[config.mk]
export PLATFORM = sky130hd
export DESIGN_NAME = fft_stage_r2_gen
export DESIGN_NICKNAME = d
export VERILOG_FILES = /design/src/rtl/fft_stage_r2_gen.sv
export SDC_FILE = /design/constraint.sdc
export NUM_CORES = 2
export LEC_CHECK = 0
export ABC_AREA = 0
export CORE_MARGIN = 2
export CORE_UTILIZATION = 60
export CTS_CLUSTER_DIAMETER = 200
export DETAILED_ROUTE_END_ITERATION = 12
export PLACE_DENSITY_LB_ADDON = 0.05
export SLEW_MARGIN = 10
export SYNTH_ARGS = -nofsm -noshare
export SYNTH_HDL_FRONTEND = slang
export SYNTH_SLANG_ARGS = --single-unit
[constraint.sdc]
create_clock -name clk -period 9.26 [get_ports clk]
set_clock_uncertainty 0.1 [all_clocks]
set_input_delay 1.852 -clock clk [delete_from_list [all_inputs] [get_ports clk]]
set_output_delay 1.852 -clock clk [all_outputs]
set_load 0.01 [all_outputs]
[src/rtl/fft_stage_r2_gen.sv]
// Radix-2 DIF FFT stage: butterfly at lane distance PAIR, W8-class twiddle, optional 1/2 scaling.
// Three-register valid/stall pipeline (P1 capture, P2 butterfly, P3 twiddle + saturate).
module fft_stage_r2_gen #(
    parameter int DATA  = 12,
    parameter int ARRAY = 16,
    parameter int PAIR  = 4
) (
    input  logic                        clk,
    input  logic                        rstn,
    input  logic                        valid_in,
    output logic                        ready_in,
    input  logic                        scale_in,
    input  logic [ARRAY-1:0][DATA-1:0]  din_re,
    input  logic [ARRAY-1:0][DATA-1:0]  din_im,
    output logic                        valid_out,
    input  logic                        ready_out,
    output logic [ARRAY-1:0][DATA:0]    dout_re,
    output logic [ARRAY-1:0][DATA:0]    dout_im,
    output logic                        ovf_sticky,
    input  logic                        clr
);

    localparam int BW = DATA + 1;
    localparam int TW = DATA + 2;
    localparam int MW = TW + 9;
    localparam logic signed [MW-1:0] C181 = MW'(181);
    localparam logic signed [MW-1:0] C128 = MW'(128);

    // Handshake: a beat moves on an edge only when en=1; the whole pipe freezes
    // while the output holds a valid beat the sink refuses. ready_in mirrors en.
    logic en;
    assign en       = !(valid_out && !ready_out);
    assign ready_in = en;

    logic                       p1_valid, p1_scale;
    logic [ARRAY-1:0][DATA-1:0] p1_re, p1_im;
    logic                       p2_valid;
    logic [ARRAY-1:0][BW-1:0]   p2_re, p2_im;
    logic [ARRAY-1:0][BW-1:0]   bf_re, bf_im;
    logic [ARRAY-1:0][BW-1:0]   sat_re, sat_im;
    logic [2*ARRAY-1:0]         clip;

    function automatic logic [BW-1:0] halve(input logic [BW-1:0] x, input logic sc);
        logic [BW:0] t;
        t = {x[BW-1], x} + {{BW{1'b0}}, 1'b1};
        return sc ? t[BW:1] : x;
    endfunction

    // C(t) = (t*181 + 128) >>> 8, i.e. multiply by 1/sqrt(2) with round-half-up.
    function automatic logic [TW-1:0] cmul(input logic [TW-1:0] t);
        logic signed [MW-1:0] m;
        m = $signed({{(MW-TW){t[TW-1]}}, t}) * C181 + C128;
        return m[TW+7:8];
    endfunction

    for (genvar g = 0; g < ARRAY / (2 * PAIR); g++) begin : g_grp
        for (genvar p = 0; p < PAIR; p++) begin : g_bf
            localparam int I = g * 2 * PAIR + p;
            localparam int J = I + PAIR;
            logic [BW-1:0] ar, ai, br, bi;
            assign ar = {p1_re[I][DATA-1], p1_re[I]};
            assign ai = {p1_im[I][DATA-1], p1_im[I]};
            assign br = {p1_re[J][DATA-1], p1_re[J]};
            assign bi = {p1_im[J][DATA-1], p1_im[J]};
            assign bf_re[I] = halve(ar + br, p1_scale);
            assign bf_im[I] = halve(ai + bi, p1_scale);
            assign bf_re[J] = halve(ar - br, p1_scale);
            assign bf_im[J] = halve(ai - bi, p1_scale);
        end
    end

    // Lower-half lanes of each group carry the difference term and get W8^k.
    for (genvar l = 0; l < ARRAY; l++) begin : g_tw
        localparam int K = ((l / PAIR) % 2 == 1) ? (l % PAIR) * (4 / PAIR) : 0;
        logic [TW-1:0] a, b, tr, ti;
        assign a = {p2_re[l][BW-1], p2_re[l]};
        assign b = {p2_im[l][BW-1], p2_im[l]};
        if (K == 0) begin : g_k0
            assign tr = a;
            assign ti = b;
        end else if (K == 1) begin : g_k1
            assign tr = cmul(a + b);
            assign ti = cmul(b - a);
        end else if (K == 2) begin : g_k2
            assign tr = b;
            assign ti = -a;
        end else begin : g_k3
            assign tr = cmul(b - a);
            assign ti = cmul(-a - b);
        end
        assign clip[2*l]   = tr[TW-1] ^ tr[BW-1];
        assign clip[2*l+1] = ti[TW-1] ^ ti[BW-1];
        assign sat_re[l] = clip[2*l]   ? {tr[TW-1], {(BW-1){~tr[TW-1]}}} : tr[BW-1:0];
        assign sat_im[l] = clip[2*l+1] ? {ti[TW-1], {(BW-1){~ti[TW-1]}}} : ti[BW-1:0];
    end

    always_ff @(posedge clk or negedge rstn) begin
        if (!rstn) begin
            p1_valid <= 1'b0;
            p1_scale <= 1'b0;
            p1_re    <= '0;
            p1_im    <= '0;
            p2_valid <= 1'b0;
            p2_re    <= '0;
            p2_im    <= '0;
        end else if (en) begin
            p1_valid <= valid_in;
            p1_scale <= scale_in;
            p1_re    <= din_re;
            p1_im    <= din_im;
            p2_valid <= p1_valid;
            p2_re    <= bf_re;
            p2_im    <= bf_im;
        end
    end

    always_ff @(posedge clk or negedge rstn) begin
        if (!rstn) begin
            valid_out  <= 1'b0;
            dout_re    <= '0;
            dout_im    <= '0;
            ovf_sticky <= 1'b0;
        end else begin
            if (clr)
                ovf_sticky <= 1'b0;
            else if (en && p2_valid && |clip)
                ovf_sticky <= 1'b1;
            if (en) begin
                valid_out <= p2_valid;
                dout_re   <= sat_re;
                dout_im   <= sat_im;
            end
        end
    end

endmodule

### Word level (Yosys, flattened, before mapping)

Index checks and enable logic that the tools add are counted.

* register bits: 1221
* input port bits: 390
* output and inout port bits: 419
* word-level logic and storage cells: 264

* add/subtract/negate cells: 84
* $mul: 8
* mux-type cells: 44
* bitwise operators: 20
* reduce and logical (&&, ||, !) cells: 7

Operator list (number)
* $mux 13: 42
* $add 13x2->14 const B: 32
* $add 12x12->13: 16
* $sub 12x12->13: 16
* $add 22x9->22 const B: 8
* $mul 14x9->22 const B: 8
* $neg 14->14: 4
* $sub 13x13->14: 4
* $add 13x13->14: 2
* $sub 14x14->14: 2
* $not 1->1: 10
* $reduce_or 10->1: 1
* $xor 1x1->1: 10
* $logic_and 1x1->1: 3
* $logic_not 1->1: 2
* $mux 1: 2
* $reduce_bool 2->1: 1

### Longest topological paths before layout

* depth in word-level cells: 9
* gate-level depth with buffers: 35
* mapped depth without buffers: 34

### Worst setup path after synthesis

Ideal clock, no wire load.

* path type: register to register
* start: reg p2_re, in the netlist g_tw[7].a[1]
* end: reg ovf_sticky
* library setup time: 0.136 ns
* data arrival time: 7.180 ns
* required time: 9.024 ns
* setup slack: 1.844 ns
* cell stages (with the launch flop): 29
* buffers on the path: 0
* period minus slack after synthesis: 7.416 ns
* cell sequence: dfrtp_1 inv_1 ha_1 ha_1 fa_1 a211oi_1 o21a_1 o31ai_1 o41ai_1 xnor2_1 inv_1 ha_1 inv_1 fa_1 inv_1 fa_1 fa_1 ha_1 ha_1 and3_1 a211oi_1 a2bb2oi_1 o311ai_1 a221oi_1 xnor2_1 a2111oi_0 nand4_1 nor4_1 a311oi_1

* longest elaborated chain between the ends: 8

RTL lines
* start, declared: line 38 `logic [ARRAY-1:0][BW-1:0] p2_re, p2_im;`
* start signal, assigned: line 112 `p2_re <= bf_re;`
* $neg 14->14: line 89 `assign ti = cmul(-a - b);`
* $sub 14x14->14: line 89
* $mul 14x9->22: line 52 `m = $signed({{(MW-TW){t[TW-1]}}, t}) * C181 + C128;`
* $add 22x9->22: line 52
* $xor 1x1->1: line 92 `assign clip[2*l+1] = ti[TW-1] ^ ti[BW-1];`
* $reduce_or 10->1 (*): line 126 `else if (en && p2_valid && |clip)`
* $logic_and 1x1->1 (*): line 126
* $reduce_bool 2->1 (no source line) (*)
* end signal, assigned: line 122 `ovf_sticky <= 1'b0;`
* end signal, assigned: line 125 `ovf_sticky <= 1'b0;`
* end signal, assigned: line 127 `ovf_sticky <= 1'b1;`
* end, declared: line 19 `output logic ovf_sticky,`

Mark *: on every way between the ends. The rest lies on a longest branch, timed or not.
A chain may end at the register's enable or synchronous reset.

### Worst setup path in the final report

Ends and elaborated chain as after synthesis.

==> impl_metrics.xml <==
<?xml version="1.0" encoding="UTF-8"?>
<metrics>
  <group name="status">
    <metric name="status" unit="">completed</metric>
  </group>
  <group name="timing">
    <metric name="max_slew_margin" unit="%">16.8</metric>
    <metric name="timing_worst_slew_pin_value" unit="ps">1240</metric>
    <metric name="max_clock_freq" unit="MHz">116</metric>
    <metric name="timing_max_transition_violations_final" unit="">0</metric>
    <metric name="timing.final.hold_violations" unit="">0</metric>
    <metric name="shortest_clock_period_the_worst_path_allows_after_layout" unit="ps">8580</metric>
    <metric name="fin_crit_sh" unit="%">92.7</metric>
    <metric name="setup-tns-final" unit="ps">0</metric>
    <metric name="setup_repair_after_global_routing_missed_its_margin" unit="">no</metric>
    <metric name="number_of_failing_setup_endpoints_in_the_final_timing_report" unit="">0</metric>
  </group>
  <group name="drt">
    <metric name="maxUsedRoutingLayer" unit="">met5</metric>
    <metric name="drt-met1-wl" unit="µm">126000</metric>
    <metric name="drt_first_iter_violations" unit="">7283</metric>
    <metric name="met3WireLength" unit="µm">19800</metric>
    <metric name="first_drt_pass_iteration_count" unit="">6</metric>
    <metric name="detailroute.via_count" unit="">83000</metric>
    <metric name="routed_via_density" unit="">5.91</metric>
    <metric name="remaining_design_rule_violation_count" unit="">0</metric>
    <metric name="wirelength" unit="µm">288000</metric>
    <metric name="antenna_left" unit="">0</metric>
    <metric name="routed_wire_length_per_instance" unit="µm">20.5</metric>
    <metric name="length_of_routed_met2_wiring" unit="µm">127000</metric>
  </group>
  <group name="cts">
    <metric name="clock_sinks" unit="">1221</metric>
    <metric name="clk_pin_slew" unit="ps">60</metric>
    <metric name="cts_tree" unit="">built</metric>
    <metric name="cts_hold_repair.buffers" unit="">0</metric>
    <metric name="cts.htree.levels" unit="">4</metric>
    <metric name="cts.root.buffer_cell" unit="">clkbuf_16</metric>
    <metric name="cts_post_setup_buffers_inserted" unit="">0</metric>
    <metric name="clk_latency" unit="ps">820</metric>
    <metric name="clk_path_buf_depth" unit="">3</metric>
    <metric name="post_cts_resized" unit="">0</metric>
    <metric name="tritoncts.num_buffers" unit="">141</metric>
  </group>
  <group name="critical_path">
    <metric name="kind_of_critical_path" unit="">reg2reg</metric>
    <metric name="cpPeakStageDelay" unit="ps">540</metric>
    <metric name="start_kind" unit="">register</metric>
    <metric name="cp.depth" unit="">28</metric>
    <metric name="critical_path_required" unit="ps">9820</metric>
    <metric name="setup.worst_path.end_class" unit="">register</metric>
    <metric name="timing.critical_path.arrival" unit="ps">9140</metric>
    <metric name="r2r_cells" unit="">28</metric>
    <metric name="cpMostUsedCell" unit="">ha_1</metric>
    <metric name="critical-path-slowest-cell" unit="">fa_1</metric>
    <metric name="sum_of_buffers_and_inverters_on_the_critical_path" unit="">4</metric>
    <metric name="path_max_fanout" unit="">5</metric>
    <metric name="critical-path-top-delay-family" unit="">adder cells</metric>
  </group>
  <group name="floorplan">
    <metric name="die_width" unit="µm">403</metric>
    <metric name="row_count" unit="">146</metric>
    <metric name="dieArea" unit="µm²">162000</metric>
    <metric name="die_height" unit="µm">403</metric>
    <metric name="core_area" unit="µm²">158000</metric>
    <metric name="top_level_pins" unit="">809</metric>
    <metric name="floorplan.initialDensity" unit="%">60.3</metric>
  </group>
  <group name="hold_path">
    <metric name="whs_path_depth" unit="">2</metric>
    <metric name="hp-class" unit="">reg2reg</metric>
  </group>
  <group name="job">
    <metric name="cap_violations" unit="">0</metric>
  </group>
  <group name="synth">
    <metric name="synth_area" unit="µm²">95400</metric>
    <metric name="post_synth_edffs" unit="">0</metric>
    <metric name="synth_flop_cell" unit="">dfrtp_1</metric>
    <metric name="synthDistinctLibCells" unit="">98</metric>
    <metric name="async_flop_share" unit="%">100</metric>
    <metric name="ys_seq_elements" unit="">1221</metric>
    <metric name="synth_fp_nets" unit="">13100</metric>
    <metric name="synth.yosys.warnings" unit="">0</metric>
    <metric name="synth.yosys.seq_area_share" unit="%">32.0</metric>
    <metric name="syn-mean-instance-area" unit="µm²">8.43</metric>
    <metric name="synthCells" unit="">11300</metric>
  </group>
  <group name="placed_design">
    <metric name="place.detailed.hpwl" unit="µm">222000</metric>
    <metric name="port_buffers" unit="">808</metric>
    <metric name="gp_routability_congestion" unit="">0.944</metric>
  </group>
  <group name="global_route">
    <metric name="grt_max_degree" unit="">222</metric>
    <metric name="wire_length_of_the_first_global_routing_pass" unit="µm">451000</metric>
    <metric name="globalRoute.totalOverflow" unit="">0</metric>
    <metric name="initial_antenna_violation_count" unit="">23</metric>
    <metric name="track_usage" unit="%">35.0</metric>
    <metric name="grt_pass1_vias" unit="">80600</metric>
  </group>
  <group name="finish">
    <metric name="layout_cell_share_with_drive_strength_beyond_1" unit="%">3.17</metric>
    <metric name="fin_nets" unit="">13700</metric>
    <metric name="layout-area-overhead-vs-synth" unit="%">15.2</metric>
  </group>
</metrics>
worst register-to-register path: cells and delay by family (launching register included):
family                   cells  cell delay (ps)
AO/OA/AOI/OAI               10             2600
AND/OR/NAND/NOR              3              940
adder cells (fa/ha/maj)      9             3450
buffers and inverters        4              390
flip-flops                   1              430
XOR/XNOR                     2              520
cells in the mapped netlist (all sizes together), types with 42 or more instances:
cell     number  area, µm²
a21oi       724       3630
clkbuf      425       1600
and2         55        344
o31ai        58        440
a221oi       53        470
o21bai       67        503
o21a         63        473
nor3        188        941
o211ai       52        390
buf          42        176
dfrtp      1221      30600
nor2        768       2890
nand4        71        444
nor4         54        344
and3         51        319
a21o        139       1040
xnor2       375       3310
o21ai       736       3690
ha         1094      13700
xor2        201       1760
nand2b      123        769
a211oi       86        646
nor2b       103        644
a2111oi      51        455
fa          327       6550
or3          72        450
mux2i        52        521
nand2      2238       8400
a31oi       100        626
inv        1011       3790
nand3       170        851
metrics by stage:
step                hold slack (ps)  instances  cell area [µm²]  utilization, %  setup WS [ps]
floorplan                       337      11300            95400               -           1840
finish                          361      14000           110000            69.5            675
global route                    383      14000           110000            69.5           70.7
CTS                             368      14000           110000            69.5            741
detailed placement              354      13800           105000            66.3            762
global placement                349      13800           105000            66.3            964
layout by cell type (no fill, tap or decap), types with 102 or more instances in the layout:
master	n
dfrtp_1	1220
nor3_1	188
fa_1	327
a21oi_1	721
nand3_1	170
xor2_1	201
clkbuf_16	143
clkdlybuf4s50_1	807
nand2_1	2237
inv_1	1008
o21ai_0	727
nor2_1	765
a21o_1	139
xnor2_1	371
nand2b_1	123
ha_1	1094
nor2b_1	102
flip-flops by register name, indices dropped and copies added (netlist names), 96 cells and up:
name / count
dout_im: 208
g_tw.a: 208
g_grp.g_bf.br: 96
g_grp.g_bf.bi: 96
g_grp.g_bf.ar: 96
g_grp.g_bf.ai: 96
dout_re: 208
g_tw.b: 208
layout make-up:
| type | instances | area (µm²) |
|---|---|---|
| Antenna cell | 11 | 27.5 |
| Inverter | 1014 | 3820 |
| Fill cell | 12800 | 48300 |
| Clock inverter | 68 | 1050 |
| Clock buffer | 186 | 3950 |
| Timing Repair Buffer | 857 | 8610 |
| Multi-Input combinational cell | 8615 | 59300 |
| Sequential cell | 1221 | 30600 |
| Tap cell | 2072 | 2590 |
cell families after synthesis:
group / count (synthesis) / share of synthesized area [%]
simple gates: 4056 / 18.6
flops: 1221 / 32.0
xor+xnor: 576 / 5.32
fa+ha+maj: 1436 / 21.4
compound gates: 2482 / 16.2
buf+inv: 1482 / 5.85
mux: 65 / 0.699
final timing paths:
kind	start	end	slack, ps
max in group asynchronous	rstn	dout_im[36]	6220
min in group asynchronous	rstn	dout_re[196]	860
max	g_tw[7].a[1]	ovf_sticky	680
max reg2reg	g_tw[7].a[1]	ovf_sticky	680
min reg2reg	dout_im[147]	dout_im[147]	360
min	dout_im[147]	dout_im[147]	360
metal layers:
layer	track usage, %	vias to the layer above
li1	-	39400
met1	48.6	40300
met5	0	-
met2	53.5	2704
met3	5.87	552
met4	16.7	16
Power is left out: the tool's default activity adds up to more than one toggle a clock period on the data nets, which glitch-free logic cannot reach.
